### src/rtl/ifetch_stage.sv
// Instruction fetch stage: request/response handshake with instruction memory,
// instruction register with flush/drain handling and control-flow immediate decode.
module ifetch_stage #(
  parameter logic [31:0] NOP_INST = 32'h00000013,
  parameter int          MAX_WAIT = 15
) (
  input  logic        CLK,
  input  logic        RESET,
  input  logic [31:0] IP,
  input  logic        flush,
  output logic        imem_req,
  output logic [31:0] imem_addr,
  input  logic        imem_gnt,
  input  logic        imem_rvalid,
  input  logic [31:0] imem_rdata,
  output logic [31:0] inst,
  output logic        inst_valid,
  output logic [6:0]  OP,
  output logic [31:0] up_amt,
  output logic        fetch_busy,
  output logic        fetch_err
);

  localparam int CW = $clog2(MAX_WAIT + 1);

  typedef enum logic [1:0] {IDLE, REQ, WAIT, DRAIN} state_t;

  state_t          state_q, state_d;
  logic [31:0]     addr_q, addr_d;
  logic [31:0]     inst_q, inst_d;
  logic            valid_q, valid_d;
  logic            err_q, err_d;
  logic [CW-1:0]   cnt_q, cnt_d;
  logic            timeout;

  assign timeout = (cnt_q == CW'(MAX_WAIT));

  always_comb begin
    state_d = state_q;
    addr_d  = addr_q;
    inst_d  = inst_q;
    valid_d = 1'b0;
    err_d   = err_q;
    cnt_d   = cnt_q;
    case (state_q)
      IDLE: begin
        addr_d  = IP & 32'hFFFF_FFFC;
        cnt_d   = '0;
        state_d = flush ? IDLE : REQ;
      end
      REQ: begin
        cnt_d = '0;
        // A grant coinciding with flush still owes us a response, so drain it.
        if (flush)         state_d = imem_gnt ? DRAIN : IDLE;
        else if (imem_gnt) state_d = WAIT;
      end
      WAIT: begin
        if (flush) begin
          state_d = IDLE;
        end else if (imem_rvalid) begin
          inst_d  = imem_rdata;
          valid_d = 1'b1;
          state_d = IDLE;
        end else if (timeout) begin
          err_d   = 1'b1;
          state_d = IDLE;
        end else begin
          cnt_d = cnt_q + 1'b1;
        end
      end
      DRAIN: begin
        if (imem_rvalid) begin
          state_d = IDLE;
        end else if (timeout) begin
          err_d   = 1'b1;
          state_d = IDLE;
        end else begin
          cnt_d = cnt_q + 1'b1;
        end
      end
      default: state_d = IDLE;
    endcase
    if (flush) begin
      inst_d  = NOP_INST;
      valid_d = 1'b0;
      if (state_q != DRAIN) cnt_d = '0;
    end
  end

  always_ff @(posedge CLK) begin
    if (RESET) begin
      state_q <= IDLE;
      addr_q  <= '0;
      inst_q  <= NOP_INST;
      valid_q <= 1'b0;
      err_q   <= 1'b0;
      cnt_q   <= '0;
    end else begin
      state_q <= state_d;
      addr_q  <= addr_d;
      inst_q  <= inst_d;
      valid_q <= valid_d;
      err_q   <= err_d;
      cnt_q   <= cnt_d;
    end
  end

  // Immediate decode feeds the PC stage's offset input for JAL/branch/JALR.
  always_comb begin
    case (inst_q[6:0])
      7'b1101111: up_amt = {{11{inst_q[31]}}, inst_q[31], inst_q[19:12], inst_q[20],
                            inst_q[30:21], 1'b0};
      7'b1100011: up_amt = {{19{inst_q[31]}}, inst_q[31], inst_q[7], inst_q[30:25],
                            inst_q[11:8], 1'b0};
      7'b1100111: up_amt = {{20{inst_q[31]}}, inst_q[31:20]};
      default:    up_amt = 32'd0;
    endcase
  end

  assign imem_req   = (state_q == REQ);
  assign imem_addr  = addr_q;
  assign inst       = inst_q;
  assign inst_valid = valid_q;
  assign OP         = inst_q[6:0];
  assign fetch_busy = (state_q != IDLE);
  assign fetch_err  = err_q;

endmodule

### config.mk
export PLATFORM = sky130hd
export DESIGN_NAME = ifetch_stage
export DESIGN_NICKNAME = d
export VERILOG_FILES = /design/src/rtl/ifetch_stage.sv
export SDC_FILE = /design/constraint.sdc
export NUM_CORES = 1
export LEC_CHECK = 0
export ABC_AREA = 1
export BUFFER_PORTS_ARGS = -buffer_cell sky130_fd_sc_hd__clkbuf_2
export CAP_MARGIN = 40
export CORE_MARGIN = 8
export CORE_UTILIZATION = 45
export CTS_BUF_LIST = sky130_fd_sc_hd__clkbuf_2
export DETAILED_ROUTE_END_ITERATION = 8
export PLACE_DENSITY_LB_ADDON = 0.12
export SYNTH_ARGS = -nofsm -noshare
export SYNTH_HDL_FRONTEND = slang
export SYNTH_SLANG_ARGS = --single-unit
### constraint.sdc
create_clock -name CLK -period 1.43 [get_ports CLK]
set_input_delay 0 -clock CLK [delete_from_list [all_inputs] [get_ports CLK]]
set_output_delay 0 -clock CLK [all_outputs]
set_load 0.02 [all_outputs]
-- Yosys cells after proc, flatten, opt, wreduce, memory -nomap -nowiden
Index checks and enable logic that the tools add are counted.
- $add $sub $neg: 1
- bitwise operators: 1
- multiplexer cells: 20
- reductions and logical operators: 8
- eq/ne operators: 10
- operator list (operator ; count):
    32-bit one-hot mux with 3 select lines ; 1
    7-bit == test, second input constant ; 3
    4-bit 2-to-1 mux ; 5
    2-bit 2-to-1 mux ; 6
    4-bit one-hot mux with 3 select lines ; 1
    2-bit one-hot mux with 4 select lines ; 1
    1-bit 2-to-1 mux ; 5
    4-bit by 1-bit adder with 4-bit output, second input constant ; 1
    2-bit == test, second input constant ; 2
    4-bit == test, second input constant ; 1
    2-bit inequality test, second input constant ; 2
    2-bit AND reduction ; 2
    2-bit nonzero test ; 2
    2-bit OR reduction ; 2
    3-bit by 2-bit inequality test with 1-bit output, second input constant ; 1
    3-bit OR reduction ; 1
    2-bit by 1-bit == test with 1-bit output, second input constant ; 1
    2-bit logical NOT ; 1
    1-bit one-hot mux with 2 select lines ; 1
    1-bit NOT ; 1
- input port bits: 69
- output and inout bits: 107
- register bits: 70

-- Logic depth before layout (Yosys ltp)
Gate-level depths: netlist of run 1.
- depth in word-level cells: 7
- depth in mapped cells: 7

-- Worst setup path before layout of run 1
OpenSTA, ideal clock, no wires.
- kind: reg-to-output
- start: register inst_q[5], in the netlist inst[5]
- end: output up_amt[21]
- data arrival time: 1.849 ns
- buffers on the path: 1
- slack: -0.419 ns
- stages on the path, launching flop included: 6
- path through: dfxtp_1 -> nand2_1 -> nor2_4 -> o211ai_2 -> nor2_1 -> buf_4
- longest elaborated chain between the ends: 2
- RTL lines (element ; RTL line ; text):
    from (decl) ; 30 ; logic [31:0] inst_q, inst_d;
    from (signal assigned) ; 101 ; inst_q <= inst_d;
    7-bit == test ; 110 ; case (inst_q[6:0])
    32-bit one-hot mux with 3 select lines * ; 110 ;
    to (decl) ; 19 ; output logic [31:0] up_amt,
Every way passes the cells marked *; elsewhere a longest branch is shown, timed or not.

-- Worst setup path after layout of run 1
- start: register inst_q[5], in the netlist inst[5]
- end: output up_amt[16]
The elaborated chain is that of the path after synthesis.

==> results of run 1 <==
-- where the power goes --
group	switching [mW]	total [mW]	internal, mW
sequential	0.0490	2.08	2.03
combinational	0.401	0.739	0.339
clock	0.758	1.50	0.746
-- worst min-delay path: stages --
cell                            delay, ps
sky130_fd_sc_hd__dlygate4sd3_1        540
sky130_fd_sc_hd__clkbuf_2             110
sky130_fd_sc_hd__nand2_1               60
sky130_fd_sc_hd__a21oi_1               50
-- kinds of logic (layout without fill, tap and decap cells) --
logic type      count (synthesis)  after routing  share of synthesized area [%]
compound gates                 74             74                           12.7
xor+xnor                        1              1                          0.292
fa+ha+maj                       1              1                          0.417
buf+inv                        66            316                           11.4
flops                          70             70                           46.7
other cells                     1              2                          0.125
simple gates                  196            198                           28.4
-- path summary, 6_finish.rpt --
path	from	endpoint	cells past startpoint
max	inst[5]	up_amt[16]	8
min	imem_rdata[19]	inst[19]	4
max reg2reg	state_q[1]	inst[16]	5
min reg2reg	inst[14]	inst[14]	2
-- layout by cell type, fill, tap and decap left out, types with 19 or more instances in the layout --
master,instances
sky130_fd_sc_hd__a21oi_1,31
sky130_fd_sc_hd__buf_4,24
sky130_fd_sc_hd__clkbuf_2,147
sky130_fd_sc_hd__dfxtp_1,60
sky130_fd_sc_hd__dlygate4sd3_1,66
sky130_fd_sc_hd__inv_1,21
sky130_fd_sc_hd__nand2_1,57
sky130_fd_sc_hd__nand3_1,25
sky130_fd_sc_hd__nand3_2,19
sky130_fd_sc_hd__nor2_1,70
sky130_fd_sc_hd__o21ai_0,41
-- cell type report --
cell class              instances  area (um2)  share of cell area [%]
repair buffers                275        2240                    40.2
multi-input cells             276        1550                    27.8
flip-flops and latches         70        1420                    25.6
clock inverters                 7         113                    2.02
inverters                      25         100                    1.80
well taps                      77        96.3                    1.73
clock buffers                   9        45.0                   0.810
-- cells in the mapped netlist, types with 2 or more instances --
master / instances / share of area, %
sky130_fd_sc_hd__nor2_1: 78 / 9.8
sky130_fd_sc_hd__dfxtp_1: 70 / 47
sky130_fd_sc_hd__nand2_1: 60 / 7.5
sky130_fd_sc_hd__nand3_1: 48 / 8.0
sky130_fd_sc_hd__o21ai_0: 41 / 6.8
sky130_fd_sc_hd__a21oi_1: 31 / 5.2
sky130_fd_sc_hd__inv_1: 23 / 2.9
sky130_fd_sc_hd__buf_4: 22 / 5.5
sky130_fd_sc_hd__buf_2: 9 / 1.5
sky130_fd_sc_hd__clkbuf_1: 9 / 1.1
sky130_fd_sc_hd__nand3_2: 3 / 1.0
sky130_fd_sc_hd__inv_2: 2 / 0.25
-- sequential cells by signal, indices dropped and copies added, names as in the netlist --
register    count
imem_addr      30
inst           32
state_q         2
inst_valid      1
cnt_q           4
fetch_err       1
-- metal layers --
layer | vias up | track usage [%] | part of all wire [%]
met2 | 312 | 42.1 | 49
li1 | 1812 | - | -
met3 | 65 | 8.04 | 9.9
met1 | 1928 | 24.6 | 36
met4 | 0 | 11.4 | 4.6
met5 | - | 0 | 0
-- stage by stage --
step	std cells	TNS, ps	utilization [%]	setup WS [ps]	hold WS [ps]
floorplan	410	0	-	48.7	72.4
global placement	628	0	60.1	118	195
detailed placement	628	0	60.1	52.9	198
CTS	725	-9310	81.0	-335	162
global route	739	-13790	87.1	-472	193
finish	739	-11080	87.1	-412	222
-- repair_timing --
| item | in CTS | in global routing |
|---|---|---|
| setup endpoints to repair | 33 | 34 |
| buffers inserted | 12 | 11 |
| endpoints found under the hold margin | 70 | 0 |
| pin swaps | 6 | 17 |
| hold buffers | 66 | 0 |
| gates cloned | 3 | 3 |
| gates resized for setup | 92 | 76 |
==> impl_metrics.sql, run 1 <==
INSERT INTO impl_metrics (metric_group, metric, value, unit) VALUES
('synth', 'synth_edf_count', '0', ''),
('finish', 'n_antenna_cell', '0', ''),
('global_route', 'overflow', '0', ''),
('global_route', 'pin_count_of_the_biggest_net_entering_global_routing', '31', ''),
('sta', 'tightest_slew', '794', 'ps'),
('setup_path', 'setup.reg_to_reg.worst_slack', '0', 'ps'),
('finish', 'fraction_of_layout_instances_using_a_drive_strength_above_1', '42.7', '%'),
('setup_path', 'cpLargestDelayFamily', 'buffers and inverters', ''),
('placed_design', 'placement.cell_area', '0.00384', 'mm2'),
('job', 'drv_cap', '0', ''),
('sta', 'drv_slew', '0', ''),
('synth', 'synthFlopType', 'sky130_fd_sc_hd__dfxtp_1', ''),
('placed_design', 'gp_congestion', '0.755', ''),
('route', 'vias_per_cell', '5.57', ''),
('floorplan', 'io_pins', '176', ''),
('status', 'run_status', 'finished, violations left', ''),
('route', 'drt-pass1-iter-count', '8', ''),
('setup_path', 'critPathSlowestCell', 'sky130_fd_sc_hd__dfxtp_2', ''),
('global_route', 'first_global_vias', '3839', ''),
('floorplan', 'starting_density', '47.0', '%'),
('floorplan', 'die_area', '0.00953', 'mm2'),
('synth', 'synthesis.area_per_instance', '7.33', 'um2'),
('route', 'route.vias.total', '4117', ''),
('clock_network', 'cts_inserted_buffers', '9', ''),
('route', 'initialDrtViolationCount', '357', ''),
('setup_path', 'maximum_fanout_along_the_worst_path', '6', ''),
('setup_path', 'critical-path-max-stage-delay', '390', 'ps'),
('floorplan', 'placement_rows', '29', ''),
('route', 'wl', '14700', 'um'),
('clock_network', 'cts_tree', 'done', ''),
('sta', 'fin_worst_skew', '42.2', 'ps'),
('finish', 'fin_nets', '727', ''),
('sta', 'clock_period_minus_final_worst_setup_slack', '1840', 'ps'),
('clock_network', 'numClockSinks', '70', ''),
('synth', 'asyncSetResetFlopFracSynth', '0', '%'),
('setup_path', 'timing.critical_path.buf_inv', '4', ''),
('sta', 'relative_slew_margins', '47.0', '%'),
('global_route', 'grt_usage', '23.8', '%'),
('clock_network', 'clk_pin_slew_worst_paths', '250', 'ps'),
('setup_path', 'cp.required', '1430', 'ps'),
('power_and_ir_drop', 'p_leak', '2.64', 'nW'),
('route', 'drc', '0', ''),
('power_and_ir_drop', 'vdd_drop_max', '0.757', 'mV'),
('setup_path', 'cp.arrival', '1840', 'ps'),
('clock_network', 'clock_path_buffers', '2', ''),
('route', 'wl_per_cell', '19.9', 'um'),
('placed_design', 'hpwl_reported_at_the_end_of_detailed_placement', '6800', 'um'),
('synth', 'synthesis.area', '0.00300', 'mm2'),
('sta', 'report.final.setup_viol', '32', ''),
('finish', 'area_delta_synth_final', '85.5', '%'),
('synth', 'ys_seq_elements', '70', ''),
('global_route', 'antenna_found_initial', '0', ''),
('sta', 'fmax', '543', 'MHz'),
('setup_path', 'timing.critical_path.from_type', 'flip-flop', ''),
('synth', 'ys.warnings.count', '0', ''),
('power_and_ir_drop', 'power.total', '4.32', 'mW'),
('floorplan', 'die_width', '97.6', 'um'),
('clock_network', 'clock_insertion_delay_worst_skew', '530', 'ps'),
('global_route', 'first_pass_grt_wire_length', '18900', 'um'),
('finish', 'final_area', '0.00556', 'mm2'),
('clock_network', 'clock_tree.htree_level_count', '3', ''),
('setup_path', 'critical-path-top-cell-by-count', 'sky130_fd_sc_hd__nand3_2', ''),
('setup_path', 'worstSetupPathType', 'reg -> out', ''),
('sta', 'fin_crit_sh', '129', '%'),
('status', 'violations', 'negative setup slack', ''),
('synth', 'ys_seq_area_share', '46.7', '%'),
('setup_path', 'timing.critical_path.cells', 'nand2_2 -> nor2_4 -> buf_4 -> buf_12 -> buf_16 -> nand3_2 -> nand3_2 -> buf_8', ''),
('synth', 'synthCells', '409', ''),
('floorplan', 'fp.dieH', '97.6', 'um'),
('placed_design', 'place.port_buffers', '171', ''),
('sta', 'finalHoldViolations', '0', ''),
('min_path', 'hold_path.class', 'in -> reg', ''),
('sta', 'worst_slack', '-412', 'ps'),
('clock_network', 'cts_root_buf', 'sky130_fd_sc_hd__clkbuf_2', ''),
('power_and_ir_drop', 'cellPowerDensity', '777', 'mW/mm2'),
('finish', 'num-fill-cells', '316', ''),
('sta', 'unrepaired_setup_endpoints_after_global_routing', 'yes', ''),
('floorplan', 'floorplan.core_area', '0.00639', 'mm2'),
('synth', 'synth_cell_types', '25', ''),
('setup_path', 'critPathCaptureType', 'primary output', ''),
('route', 'detail-route-antenna-nets', '0', '');
No activity file was read; power rests on OpenSTA's default activity.
==> inputs of run 2 (changes only) <==
REMOVE_ABC_BUFFERS = 1   (was default)
==> run 2 against run 1 <==
  * The run still ends with negative setup slack left
  * First-iteration DRC count decreased by 46%
  * Power is 6.4% lower
  * Critical path type unchanged
  * Critical endpoint is now up_amt[11]
  * Clock skew fell by 18 ps
  * Worst hold slack improved by 30 ps
==> impl_metrics.sql, run 2 (synthesis results as in run 1) <==
INSERT INTO impl_metrics (metric_group, metric, value, unit) VALUES
('status', 'run_status', 'finished, violations left', ''),
('status', 'violations', 'negative setup slack', ''),
('finish', 'mostFrequentLayoutCell', 'sky130_fd_sc_hd__clkbuf_2', ''),
('clock_network', 'clk_pin_slew_worst_paths', '180', 'ps'),
('power_and_ir_drop', 'cellPowerDensity', '749', 'mW/mm2'),
('finish', 'area_delta_synth_final', '80.3', '%'),
('finish', 'fin_nets', '718', ''),
('sta', 'fmax', '566', 'MHz'),
('setup_path', 'timing.critical_path.cells', 'nand2_4 -> nor3_4 -> buf_4 -> nand3_4 -> nand3_2 -> clkbuf_8', ''),
('sta', 'finalHoldViolations', '0', ''),
('global_route', 'first_pass_grt_wire_length', '19600', 'um'),
('clock_network', 'cts_tree', 'done', ''),
('route', 'wl_per_cell', '17.7', 'um'),
('floorplan', 'starting_density', '47.0', '%'),
('sta', 'hold_slack', '252', 'ps'),
('route', 'routed-wl-met2', '6820', 'um'),
('placed_design', 'place.port_buffers', '171', ''),
('clock_network', 'clock_path_buffers', '2', ''),
('sta', 'fin_crit_sh', '124', '%'),
('floorplan', 'placement_rows', '29', ''),
('sta', 'fin_worst_skew', '24.5', 'ps'),
('setup_path', 'cp.required', '1430', 'ps'),
('finish', 'fraction_of_layout_instances_using_a_drive_strength_above_1', '41.7', '%'),
('route', 'wl', '12900', 'um'),
('sta', 'worst_slack', '-337', 'ps'),
('min_path', 'hold_path.class', 'in -> reg', ''),
('finish', 'max_reg_flops', '32', ''),
('sta', 'clock_period_minus_final_worst_setup_slack', '1770', 'ps'),
('route', 'drc', '0', ''),
('power_and_ir_drop', 'power.total', '4.05', 'mW'),
('global_route', 'first_global_vias', '3989', ''),
('setup_path', 'worstSetupPathType', 'reg -> out', ''),
('global_route', 'antenna_found_initial', '0', ''),
('route', 'detail_route.wirelength.met1', '4530', 'um'),
('global_route', 'overflow', '0', ''),
('route', 'detail-route-antenna-nets', '0', ''),
('setup_path', 'critPathSlowestCell', 'sky130_fd_sc_hd__dfxtp_4', ''),
('route', 'initialDrtViolationCount', '192', ''),
('setup_path', 'maximum_fanout_along_the_worst_path', '4', ''),
('route', 'met3_length', '1130', 'um'),
('clock_network', 'cts_inserted_buffers', '9', ''),
('setup_path', 'cp.arrival', '1770', 'ps'),
('placed_design', 'hpwl_reported_at_the_end_of_detailed_placement', '7130', 'um'),
('finish', 'commonest_non_fill_non_tap_cells_in_the_layout', 'sky130_fd_sc_hd__clkbuf_2 (148), sky130_fd_sc_hd__nor2_1 (68), sky130_fd_sc_hd__dlygate4sd3_1 (66)', ''),
('route', 'drt-pass1-iter-count', '5', ''),
('floorplan', 'fp.dieH', '97.6', 'um'),
('floorplan', 'io_pins', '176', ''),
('setup_path', 'critPathCaptureType', 'primary output', ''),
('floorplan', 'floorplan.core_area', '0.00639', 'mm2'),
('floorplan', 'die_area', '0.00953', 'mm2'),
('sta', 'report.final.setup_viol', '32', ''),
('clock_network', 'clock_tree.htree_level_count', '3', ''),
('global_route', 'grt_usage', '24.6', '%'),
('clock_network', 'cts_root_buf', 'sky130_fd_sc_hd__clkbuf_2', ''),
('sta', 'drv_slew', '0', ''),
('setup_path', 'critical-path-max-stage-delay', '400', 'ps'),
('floorplan', 'die_width', '97.6', 'um'),
('finish', 'n_antenna_cell', '0', ''),
('placed_design', 'gp_congestion', '0.797', ''),
('clock_network', 'numClockSinks', '70', ''),
('route', 'route.vias.total', '3801', ''),
('clock_network', 'clock_insertion_delay_worst_skew', '490', 'ps'),
('power_and_ir_drop', 'vdd_drop_max', '0.825', 'mV'),
('job', 'drv_cap', '0', ''),
('power_and_ir_drop', 'p_leak', '2.56', 'nW'),
('route', 'top_layer_used', 'met4', ''),
('sta', 'unrepaired_setup_endpoints_after_global_routing', 'yes', ''),
('route', 'vias_per_cell', '5.21', ''),
('global_route', 'pin_count_of_the_biggest_net_entering_global_routing', '24', ''),
('setup_path', 'timing.critical_path.from_type', 'flip-flop', '');
## run 2: worst paths after layout
path / startpoint / to / slack [ps] / cells past startpoint
setup / recovery: inst[0] / up_amt[11] / -340 / 6
hold / removal: RESET / state_q[0] / 250 / 3
setup reg to reg: cnt_q[0] / cnt_q[0] / 140 / 5
hold reg to reg: fetch_err / fetch_err / 500 / 2
## run 2: repair_timing
item / CTS / global route
setup buffers: 8 / 3
hold buffers: 66 / 0
pin swaps: 11 / 15
gates resized for setup: 115 / 68
endpoints found under the setup margin: 33 / 35
endpoints found under the hold margin: 68 / 0
gates cloned: 2 / 1
## run 2: power breakdown
| group | internal (mW) | total (mW) | switching, mW |
|---|---|---|---|
| registers | 2.03 | 2.08 | 0.0472 |
| logic | 0.323 | 0.711 | 0.388 |
| clock network | 0.568 | 1.26 | 0.691 |
| total | 2.92 | 4.05 | 1.13 |
## run 2: cell type report
cell class / count / area, um2
timing repair buffer: 267 / 2150
multi-input combinational: 275 / 1510
sequential: 70 / 1420
fill: 367 / 978
inverter: 25 / 100
tap: 77 / 96.3
clock inverter: 6 / 76.3
clock buffer: 10 / 50.0
## run 2: stage by stage
stage                     std cells  utilization (%)  TNS [ps]  area (um2)  worst slack, ps
after floorplan                 369                -    -60920        2760            -2890
after global routing            730             84.7    -11370        5410             -429
after CTS                       727             81.3     -7830        5190             -277
final                           730             84.7     -8370        5410             -337
after detailed placement        635             60.4         0        3850              145
after global placement          635             60.4         0        3850              179
## run 2: layer usage
metal | up-vias | GRT usage (%)
met4 | 0 | 12.9
met5 | - | 0
li1 | 1792 | -
met2 | 187 | 44.0
met3 | 40 | 8.25
met1 | 1782 | 24.6
## run 2: worst max-delay path: cells and delay by family, from the launching register on
kind	cells	cell delay, ps
simple gates	4	550
flops	1	400
buf+inv	2	330
==> inputs of run 3 (changes only) <==
CELL_PAD_IN_SITES_DETAIL_PLACEMENT = 1   (was default)
CELL_PAD_IN_SITES_GLOBAL_PLACEMENT = 1   (was default)
CORE_UTILIZATION = 30   (was 45)
RECOVER_POWER = 50   (was default)
==> run 3 against run 2 <==
  * The flow still finishes with violations (negative setup slack)
  * Combinational power grew 2%
  * Via count shrank 1.5%
  * Sequential power is essentially flat
  * Clock skew grew 14 ps
==> impl_metrics.sql, run 3 (synthesis results as in run 1) <==
INSERT INTO impl_metrics (metric_group, metric, value, unit) VALUES
('status', 'run_status', 'finished, violations left', ''),
('status', 'violations', 'negative setup slack', ''),
('setup_path', 'setup.reg_to_reg.worst_slack', '10', 'ps'),
('setup_path', 'reg2reg_from', 'state_q[1]', ''),
('finish', 'final_area', '0.00537', 'mm2'),
('route', 'drt-pass1-iter-count', '5', ''),
('clock_network', 'clock_path_buffers', '2', ''),
('power_and_ir_drop', 'vdd_drop_max', '0.496', 'mV'),
('clock_network', 'numClockSinks', '70', ''),
('sta', 'tightest_slew', '732', 'ps'),
('clock_network', 'clock_insertion_delay_worst_skew', '520', 'ps'),
('sta', 'finalHoldViolations', '0', ''),
('clock_network', 'cts_tree', 'done', ''),
('floorplan', 'fp.dieH', '116', 'um'),
('floorplan', 'die_area', '0.0135', 'mm2'),
('placed_design', 'place.port_buffers', '171', ''),
('finish', 'fraction_of_layout_instances_using_a_drive_strength_above_1', '33.7', '%'),
('sta', 'fin_worst_skew', '38.3', 'ps'),
('clock_network', 'clk_pin_slew_worst_paths', '210', 'ps'),
('global_route', 'first_global_vias', '4031', ''),
('setup_path', 'cp.required', '1430', 'ps'),
('route', 'wl_per_cell', '17.9', 'um'),
('finish', 'max_reg_flops', '32', ''),
('global_route', 'grt.met2_usage', '36.1', '%'),
('sta', 'clock_period_minus_final_worst_setup_slack', '1780', 'ps'),
('sta', 'report.final.setup_viol', '32', ''),
('setup_path', 'cp.arrival', '1780', 'ps'),
('setup_path', 'worstSetupPathType', 'reg -> out', ''),
('global_route', 'overflow', '0', ''),
('sta', 'fin_crit_sh', '125', '%'),
('power_and_ir_drop', 'power.total', '3.97', 'mW'),
('global_route', 'grt_met1_use', '20.2', '%'),
('setup_path', 'maximum_fanout_along_the_worst_path', '8', ''),
('min_path', 'hold_depth', '3', ''),
('power_and_ir_drop', 'p_leak', '2.38', 'nW'),
('global_route', 'globalRoute.busiestLayer', 'met2', ''),
('clock_network', 'cts_root_buf', 'sky130_fd_sc_hd__clkbuf_2', ''),
('sta', 'unrepaired_setup_endpoints_after_global_routing', 'yes', ''),
('route', 'route.vias.total', '3745', ''),
('floorplan', 'io_pins', '176', ''),
('sta', 'drv_slew', '0', ''),
('min_path', 'hold_path.class', 'in -> reg', ''),
('global_route', 'grt_usage', '19.7', '%'),
('floorplan', 'die_width', '116', 'um'),
('route', 'wl', '14100', 'um'),
('floorplan', 'starting_density', '30.8', '%'),
('min_path', 'min-delay-start', 'RESET', ''),
('job', 'drv_cap', '0', ''),
('finish', 'fin_nets', '721', ''),
('setup_path', 'critPathCaptureType', 'primary output', ''),
('setup_path', 'r2r.worst_path.cells', '4', ''),
('route', 'vias_per_cell', '4.75', ''),
('route', 'drc', '0', ''),
('finish', 'layoutNonFillerInstCount', '789', ''),
('finish', 'n_antenna_cell', '0', ''),
('setup_path', 'rr_endpoint', 'inst[27]', ''),
('global_route', 'pin_count_of_the_biggest_net_entering_global_routing', '31', ''),
('sta', 'relative_slew_margins', '51.2', '%'),
('finish', 'mostFrequentLayoutCell', 'sky130_fd_sc_hd__clkbuf_2', ''),
('placed_design', 'post-place-cells', '689', ''),
('clock_network', 'clock_tree.htree_level_count', '3', ''),
('finish', 'area_delta_synth_final', '79.1', '%'),
('setup_path', 'timing.critical_path.from_type', 'flip-flop', ''),
('sta', 'worst_slack', '-354', 'ps'),
('clock_network', 'cts_inserted_buffers', '9', ''),
('placed_design', 'placement.cell_area', '0.00395', 'mm2'),
('route', 'initialDrtViolationCount', '121', ''),
('floorplan', 'floorplan.core_area', '0.00973', 'mm2'),
('global_route', 'first_pass_grt_wire_length', '20800', 'um'),
('finish', 'commonest_non_fill_non_tap_cells_in_the_layout', 'sky130_fd_sc_hd__clkbuf_2 (100), sky130_fd_sc_hd__nor2_1 (68), sky130_fd_sc_hd__dlygate4sd3_1 (66)', ''),
('global_route', 'groute.layer.met3.usage', '6.77', '%'),
('floorplan', 'placement_rows', '36', ''),
('route', 'detail-route-antenna-nets', '0', ''),
('power_and_ir_drop', 'cellPowerDensity', '740', 'mW/mm2'),
('placed_design', 'gp_congestion', '0.739', ''),
('placed_design', 'hpwl_reported_at_the_end_of_detailed_placement', '8150', 'um'),
('global_route', 'antenna_found_initial', '0', ''),
('sta', 'fmax', '560', 'MHz'),
('min_path', 'holdPathEnd', 'state_q[0]', '');
## run 3: cell types whose count changed in the layout (fill, tap and decap cells not counted), moves of 3 or more
cell / before / now
sky130_fd_sc_hd__buf_6: 9 / 21
sky130_fd_sc_hd__nand3_2: 22 / 15
sky130_fd_sc_hd__clkbuf_8: 6 / 3
sky130_fd_sc_hd__buf_8: 28 / 17
sky130_fd_sc_hd__clkinvlp_4: 0 / 3
sky130_fd_sc_hd__clkbuf_1: 0 / 48
sky130_fd_sc_hd__clkbuf_2: 148 / 100
sky130_fd_sc_hd__nand3_1: 26 / 32
## run 3: layer usage
| layer | wire, um | share of wire, % |
|---|---|---|
| met1 | 5320 | 38 |
| met2 | 7250 | 51 |
| met3 | 1180 | 8.4 |
| met4 | 378 | 2.7 |
| met5 | 0 | 0 |
## run 3: how the worst max path moves through the flow
stage	start	endpoint	slack, ps	depth (start not counted)
after CTS	inst[0]	up_amt[3]	-360	6
after floorplan	inst[6]	up_amt[20]	-2890	4
after detailed placement	inst[5]	up_amt[28]	110	6
final	inst[5]	up_amt[19]	-350	7
after global placement	inst[5]	up_amt[24]	130	6
after global routing	inst[6]	up_amt[19]	-490	7
## run 3: final cells by class
class | instances | area, um2
Multi-Input combinational cell | 275 | 1480
Clock inverter | 7 | 65.1
Clock buffer | 9 | 45.0
Fill cell | 1219 | 4360
Timing Repair Buffer | 270 | 2090
Inverter | 25 | 98.8
Sequential cell | 70 | 1420
Tap cell | 133 | 166
## run 3: power breakdown
part,internal (mW),switching [mW],leakage [nW]
combinational,0.324,0.400,1.75
clock,0.387,0.783,0.0590
sequential,2.03,0.0439,0.575
total,2.75,1.23,2.38
## run 3: worst max-delay path, stage by stage (launching register included)
cell and delay (ps):
sky130_fd_sc_hd__dfxtp_2 390, sky130_fd_sc_hd__nand2_2 60, sky130_fd_sc_hd__nor2_4 100, sky130_fd_sc_hd__buf_6 150, sky130_fd_sc_hd__buf_6 110, sky130_fd_sc_hd__nand3_4 160
sky130_fd_sc_hd__nand3_2 180, sky130_fd_sc_hd__buf_8 130
## run 3: timing repair
item	4_1_cts	5_1_grt
gates resized for setup	86	89
hold endpoints to repair	70	0
endpoints found under the setup margin	34	34
gates cloned	3	1
setup buffers	13	2
hold buffers	66	0
pin swaps	6	12
## run 3: stage by stage
stage               util, %  setup TNS [ps]  setup slack, ps  hold slack [ps]
detailed placement     40.6               0              113              205
floorplan                 -          -60920            -2890             72.4
global placement       40.6               0              127              197
CTS                    53.2          -10510             -359              132
global route           55.2          -13930             -490              135
finish                 55.2           -8610             -354              206
